<file path="src/rtl/timer_cnt_core_if.sv">
// ---------------------------------------------------------------------------
// timer_cnt_core_if
// Bundle between the timer register file and the counting core.
//   master : register-file side; drives tdr/load/updown/en/cks and
//            reads back tcnt plus the event pulses.
//   slave  : counting core side.
// Signals:
//   tdr       load value (TDR)
//   load      TCR[7], level load of tdr into TCNT
//   updown    TCR[5], 0 = up, 1 = down
//   en        TCR[4], count enable
//   cks       TCR[1:0], prescale select pclk/2,/4,/8,/16
//   tcnt      counter read-back
//   cnt_tick  one-cycle pulse per TCNT step
//   ovf_pulse one-cycle pulse on FF->00 while counting up
//   udf_pulse one-cycle pulse on 00->FF while counting down
// ---------------------------------------------------------------------------
interface timer_cnt_core_if #(
   parameter int CNT_W = 8
);
   logic [CNT_W-1:0] tdr;
   logic             load;
   logic             updown;
   logic             en;
   logic [1:0]       cks;
   logic [CNT_W-1:0] tcnt;
   logic             cnt_tick;
   logic             ovf_pulse;
   logic             udf_pulse;

   modport master (
      output tdr, load, updown, en, cks,
      input  tcnt, cnt_tick, ovf_pulse, udf_pulse
   );

   modport slave (
      input  tdr, load, updown, en, cks,
      output tcnt, cnt_tick, ovf_pulse, udf_pulse
   );
endinterface

</file>
<file path="src/rtl/timer_cnt_core.sv">
// ---------------------------------------------------------------------------
// timer_cnt_core
// Counting engine of the 8-bit timer: clock-select prescaler, up/down
// counter TCNT and registered overflow/underflow event pulses.
// Ports:
//   pclk     system clock
//   presetn  asynchronous active-low reset
//   bus      timer_cnt_core_if.slave (tdr, load, updown, en, cks in;
//            tcnt, cnt_tick, ovf_pulse, udf_pulse out)
// Optional feature: define TIMER_CNT_ONESHOT_EN for one-shot mode; the
// counter stops in DONE after the first wrap until en drops or load rises.
// ---------------------------------------------------------------------------
module timer_cnt_core #(
   parameter int CNT_W = 8,
   parameter int DIV_W = 4
) (
   input logic             pclk,
   input logic             presetn,
   timer_cnt_core_if.slave bus
);

   typedef enum logic [1:0] {
      S_IDLE = 2'd0,
      S_RUN  = 2'd1,
      S_DONE = 2'd2
   } state_t;

   state_t           state_q, state_d;
   logic [DIV_W-1:0] div_q, div_d, mask;
   logic [CNT_W-1:0] tcnt_q, tcnt_d, cnt_nxt;
   logic             tick_q, ovf_q, udf_q;
   logic             run_c, tick_c, wrap_c, stop_c;

   // Prescale mask: cks = n selects the low n+1 div bits.
   always_comb begin
      mask = '0;
      for (int i = 0; i < DIV_W; i++)
         mask[i] = (i <= int'(bus.cks));
   end

   // State register
   always_ff @(posedge pclk or negedge presetn) begin
      if (!presetn) state_q <= S_IDLE;
      else          state_q <= state_d;
   end

   // Next-state logic
   always_comb begin
      state_d = state_q;
      case (state_q)
         S_IDLE: if (bus.en && !bus.load) state_d = S_RUN;
         S_RUN: begin
            if (!bus.en || bus.load) state_d = S_IDLE;
`ifdef TIMER_CNT_ONESHOT_EN
            else if (tick_c && wrap_c) state_d = S_DONE;
`endif
         end
         S_DONE:  if (!bus.en || bus.load) state_d = S_IDLE;
         default: state_d = S_IDLE;
      endcase
   end

   // FSM outputs. en/load are also qualified combinationally so a dropping
   // enable or a load on the tick cycle suppresses that tick outright.
   always_comb begin
      run_c   = (state_q == S_RUN) && bus.en && !bus.load;
      tick_c  = run_c && ((div_q & mask) == mask);
      cnt_nxt = bus.updown ? tcnt_q - CNT_W'(1) : tcnt_q + CNT_W'(1);
      // Wrap is judged against the direction sampled on this tick.
      wrap_c  = bus.updown ? (tcnt_q == '0) : (tcnt_q == '1);
`ifdef TIMER_CNT_ONESHOT_EN
      stop_c  = tick_c && wrap_c;
`else
      stop_c  = 1'b0;
`endif
   end

   // Datapath next state: load beats counting; div restarts whenever not running.
   always_comb begin
      div_d  = (run_c && !stop_c) ? div_q + DIV_W'(1) : '0;
      tcnt_d = tcnt_q;
      if (bus.load)    tcnt_d = bus.tdr;
      else if (tick_c) tcnt_d = cnt_nxt;
   end

   always_ff @(posedge pclk or negedge presetn) begin
      if (!presetn) begin
         div_q  <= '0;
         tcnt_q <= '0;
         tick_q <= 1'b0;
         ovf_q  <= 1'b0;
         udf_q  <= 1'b0;
      end else begin
         div_q  <= div_d;
         tcnt_q <= tcnt_d;
         tick_q <= tick_c;
         ovf_q  <= tick_c && !bus.updown && wrap_c;
         udf_q  <= tick_c &&  bus.updown && wrap_c;
      end
   end

   assign bus.tcnt      = tcnt_q;
   assign bus.cnt_tick  = tick_q;
   assign bus.ovf_pulse = ovf_q;
   assign bus.udf_pulse = udf_q;

endmodule

</file>
<file path="src/flat_wrapper.sv">
// flat-port wrapper written by rule: the top's interface ports become plain ports
module timer_cnt_core_flat 
#(
   parameter int CNT_W = 8,
   parameter int DIV_W = 4
)
  (pclk, presetn, bus_tdr, bus_load, bus_updown, bus_en, bus_cks, bus_tcnt, bus_cnt_tick, bus_ovf_pulse, bus_udf_pulse);
  timer_cnt_core_if #(.CNT_W(CNT_W)) bus_i ();
  input logic pclk;
  input logic presetn;
  input wire logic [$bits(bus_i.tdr)-1:0] bus_tdr;
  input wire logic [$bits(bus_i.load)-1:0] bus_load;
  input wire logic [$bits(bus_i.updown)-1:0] bus_updown;
  input wire logic [$bits(bus_i.en)-1:0] bus_en;
  input wire logic [$bits(bus_i.cks)-1:0] bus_cks;
  output wire logic [$bits(bus_i.tcnt)-1:0] bus_tcnt;
  output wire logic [$bits(bus_i.cnt_tick)-1:0] bus_cnt_tick;
  output wire logic [$bits(bus_i.ovf_pulse)-1:0] bus_ovf_pulse;
  output wire logic [$bits(bus_i.udf_pulse)-1:0] bus_udf_pulse;
  assign bus_i.tdr = bus_tdr;
  assign bus_i.load = bus_load;
  assign bus_i.updown = bus_updown;
  assign bus_i.en = bus_en;
  assign bus_i.cks = bus_cks;
  assign bus_tcnt = bus_i.tcnt;
  assign bus_cnt_tick = bus_i.cnt_tick;
  assign bus_ovf_pulse = bus_i.ovf_pulse;
  assign bus_udf_pulse = bus_i.udf_pulse;
  timer_cnt_core #(.CNT_W(CNT_W), .DIV_W(DIV_W)) u_core (.pclk(pclk), .presetn(presetn), .bus(bus_i));
endmodule
</file>
<file path="config.mk">
export PLATFORM = sky130hd
export DESIGN_NAME = timer_cnt_core_flat
export DESIGN_NICKNAME = d
export VERILOG_FILES = /design/src/rtl/timer_cnt_core_if.sv /design/src/rtl/timer_cnt_core.sv /design/src/flat_wrapper.sv
export SDC_FILE = /design/constraint.sdc
export NUM_CORES = 1
export LEC_CHECK = 0
export ABC_AREA = 0
export ABC_CLOCK_PERIOD_IN_PS = 2200
export BUFFER_PORTS_ARGS = -buffer_cell sky130_fd_sc_hd__buf_2
export CAP_MARGIN = 20
export CORE_MARGIN = 1
export CORE_UTILIZATION = 46
export DETAILED_ROUTE_END_ITERATION = 12
export PLACE_DENSITY = 0.72
export SYNTH_ARGS = -nofsm -noshare
export SYNTH_HDL_FRONTEND = slang
export SYNTH_SLANG_ARGS = --single-unit
</file>
<file path="constraint.sdc">
create_clock -name pclk -period 2.2 [get_ports pclk]
set_clock_uncertainty 0.15 [all_clocks]
set_input_delay 0.44 -clock pclk [delete_from_list [all_inputs] [get_ports pclk]]
set_output_delay 0.44 -clock pclk [all_outputs]
set_load 0.01 [all_outputs]
</file>
==> results_dict.tcl <==
set metrics [dict create \
    max_freq_ghz 0.4639 \
    start_util_pct 49.44 \
    grt_first_pass_wirelength_um 4616 \
    crit_chain "ha_1, a211oi_2, nor3_2, mux2_4, a41o_1, a221o_1" \
    power_density_nw_per_um2 540.5 \
    crit_required_ps 2230 \
    synth_seq_cells 16 \
    multi_input_area_um2 573.1 \
    diodes 0 \
    first_iter_violations 19 \
    firstDrtPassIters 4 \
    io_pins 26 \
    clk_latency_ps 290 \
    design_area_um2 1345 \
    r2r-start "u_core.bus.tcnt[1]" \
    maxSlewViolCount 0 \
    avgRoutedWirePerCell_um 14.75 \
    cap_violations 0 \
    layout_commonest_cell "buf_2" \
    r2r_cells 6 \
    crit_path_start "u_core.bus.tcnt[1]" \
    tightest_slew_ps 366.9 \
    dieArea_um2 2341 \
    place_area_um2 1282 \
    rows 16 \
    synth_cells 101 \
    hold_path.class "in -> reg" \
    slowest_delay_ps 410 \
    grt_max_degree 17 \
    synth_cell_types 36 \
    yosysWarnings 0 \
    syn_to_final_growth_pct 35.90 \
    numCtsBuffers 3 \
    root_buffer "clkbuf_4" \
    crit_arrival_ps 2180 \
    antenna_found_initial 0 \
    seq_area_frac_synth_pct 40.46 \
    synth.avg_cell_area_um2 9.799 \
    via_per_inst 5.591 \
    timing.final.crit_period_ps 2156 \
    max-slew-margin-rel_pct 75.54 \
    outcome "completed" \
    end_kind "flip-flop" \
    hold_violations 0 \
    crit_slowest_cell "dfrtp_1" \
    fin_nets 174 \
    clk_path_buf_depth 2 \
    design.core.area_um2 2002 \
    seq_area_um2 400.4 \
    rsz0062_at_grt "yes" \
    fillCellCount 162 \
    antenna_left 0 \
    num_vias 984 \
    dp_hpwl_um 2054 \
    portBuffers 25 \
    setup_violations 0 \
    htreeDepth 1 \
    cts_tree "built" \
    ir_drop_uv 337.4 \
    grtUsageTotal_pct 25.44 \
    worstPathMaxFanout 2 \
    mostFrequentLayoutCells "buf_2, buf_4, dfrtp_1" \
    routed_wirelength_um 2596 \
    critPathCapture "u_core.bus.tcnt[7]" \
    setup_tns_ps 0 \
    regToRegSetupSlack_ps 40 \
    drive_above_1_share_pct 39.60 \
    syn_nets 124 \
    drcViolationCount 0 \
    p_leak_nw 0.6746 \
    dieHeight_um 48.39 \
    synth_area_um2 989.7 \
    fin_crit_sh_pct 97.99 \
    path_class "reg -> reg" \
    gr-total-overflow 0 \
    place.gp.congestion 0.8477 \
    grt_pass1_vias 1009 \
    die_w_um 48.39 \
    clkTransAtPathRegs_ps 90 \
    critPathLaunchType "flip-flop" \
    reg2reg_to "u_core.bus.tcnt[7]" \
    clock-sinks 16 \
]
Yosys cell counts (all sizes together):
cell | n | area [µm²]
xnor2 | 2 | 17.52
xor2 | 3 | 26.28
and3 | 1 | 6.260
and3b | 1 | 10.01
a21o | 3 | 25.03
clkbuf | 1 | 3.750
nor2b | 5 | 31.28
mux2 | 2 | 26.27
buf | 1 | 5.000
a311oi | 1 | 8.760
ha | 7 | 87.58
dfrtp | 16 | 400.4
a221o | 3 | 30.03
nand3 | 4 | 20.02
a21oi | 5 | 25.02
o221ai | 1 | 8.760
fa | 1 | 20.02
a22oi | 2 | 15.01
nand3b | 1 | 7.510
a31oi | 1 | 6.260
o31ai | 1 | 7.510
o211ai | 1 | 7.510
inv | 6 | 22.52
nor2 | 5 | 18.77
o21ai | 5 | 25.02
nand4b | 1 | 8.760
nand2 | 9 | 33.78
a41o | 1 | 10.01
a211oi | 1 | 12.51
nor3 | 4 | 20.02
nor4 | 2 | 12.51
mux2i | 1 | 10.01
nand4 | 2 | 12.51
a21boi | 1 | 7.510
how the worst min path moves through the flow:
stage,from,to,slack [ps],depth (start not counted)
2_1_floorplan,presetn,u_core.bus.cnt_tick,-6,0
3_3_place_gp,presetn,u_core.div_q[2],220,1
4_1_cts,bus_tdr[5],u_core.bus.tcnt[5],220,3
3_5_place_dp,presetn,u_core.div_q[3],220,1
5_1_grt,bus_tdr[1],u_core.bus.tcnt[1],230,2
6_report,bus_tdr[5],u_core.bus.tcnt[5],220,3
sequential cells by signal, summed over array words and instances (netlist names):
signal and cells:
u_core.bus.tcnt 8, u_core.div_q 4, u_core.bus.cnt_tick 1, u_core.bus.ovf_pulse 1, u_core.bus.udf_pulse 1, u_core.state_q 1
per-layer routing:
layer | global-route usage (%) | part of all wire [%] | vias to the layer above
met2 | 45.07 | 51 | 38
met3 | 2.516 | 3.9 | 6
met1 | 32.11 | 44 | 467
met4 | 9.314 | 1.4 | 0
li1 | - | - | 473
met5 | 0 | 0 | -
timing repair:
action / CTS / global route
setup buffers: 0 / 2
pin swaps: 0 / 2
endpoints found under the setup margin: 1 / 2
resized for setup: 2 / 4
endpoints found under the hold margin: 16 / 0
hold buffers: 1 / 0
stage by stage:
step | total power, mW | cells | util (%) | setup WS (ps) | hold slack [ps]
2_1_floorplan | 0.4481 | 101 | - | 42.27 | -5.591
3_3_place_gp | 0.5443 | 170 | 64.06 | -134.3 | 218.8
3_5_place_dp | 0.5592 | 170 | 64.06 | -250.5 | 221.6
4_1_cts | 0.7143 | 174 | 65.94 | 16.43 | 215.9
5_1_grt | 0.7711 | 176 | 67.19 | -11.64 | 230.6
6_report | 0.7270 | 176 | 67.19 | 44.21 | 217.5
cell families after synthesis:
kind of cell               share of synthesized area [%]
buffers and inverters                              3.160
AOI/OAI and AO/OA                                  19.09
xor gates and xnor gates                           4.426
and+or+nand+nor                                    18.33
DFF                                                40.45
muxes                                              3.666
adders and majority gates                          10.87
power breakdown:
part / total (mW) / switching [mW] / internal (mW) / leakage, nW
Combinational: 0.248 / 0.124 / 0.125 / 0.453
Sequential: 0.321 / 0.0128 / 0.309 / 0.207
Clock: 0.157 / 0.0937 / 0.0636 / 0.0138
Total: 0.727 / 0.230 / 0.497 / 0.675
area by class of cell:
cell class / count / share of cell area, %
tap: 27 / 2.512
multi-input combinational: 77 / 42.60
timing repair buffer: 47 / 21.77
sequential: 16 / 29.77
clock buffer: 3 / 1.674
inverter: 6 / 1.674
worst max-delay path, delay by kind of cell (launching register included):
family          cells  cell delay [ps]
flops               1              410
compound gates      3              760
mux                 1              310
simple gates        1               90
fa+ha+maj           1              330
(Power assumes the default switching activity.)
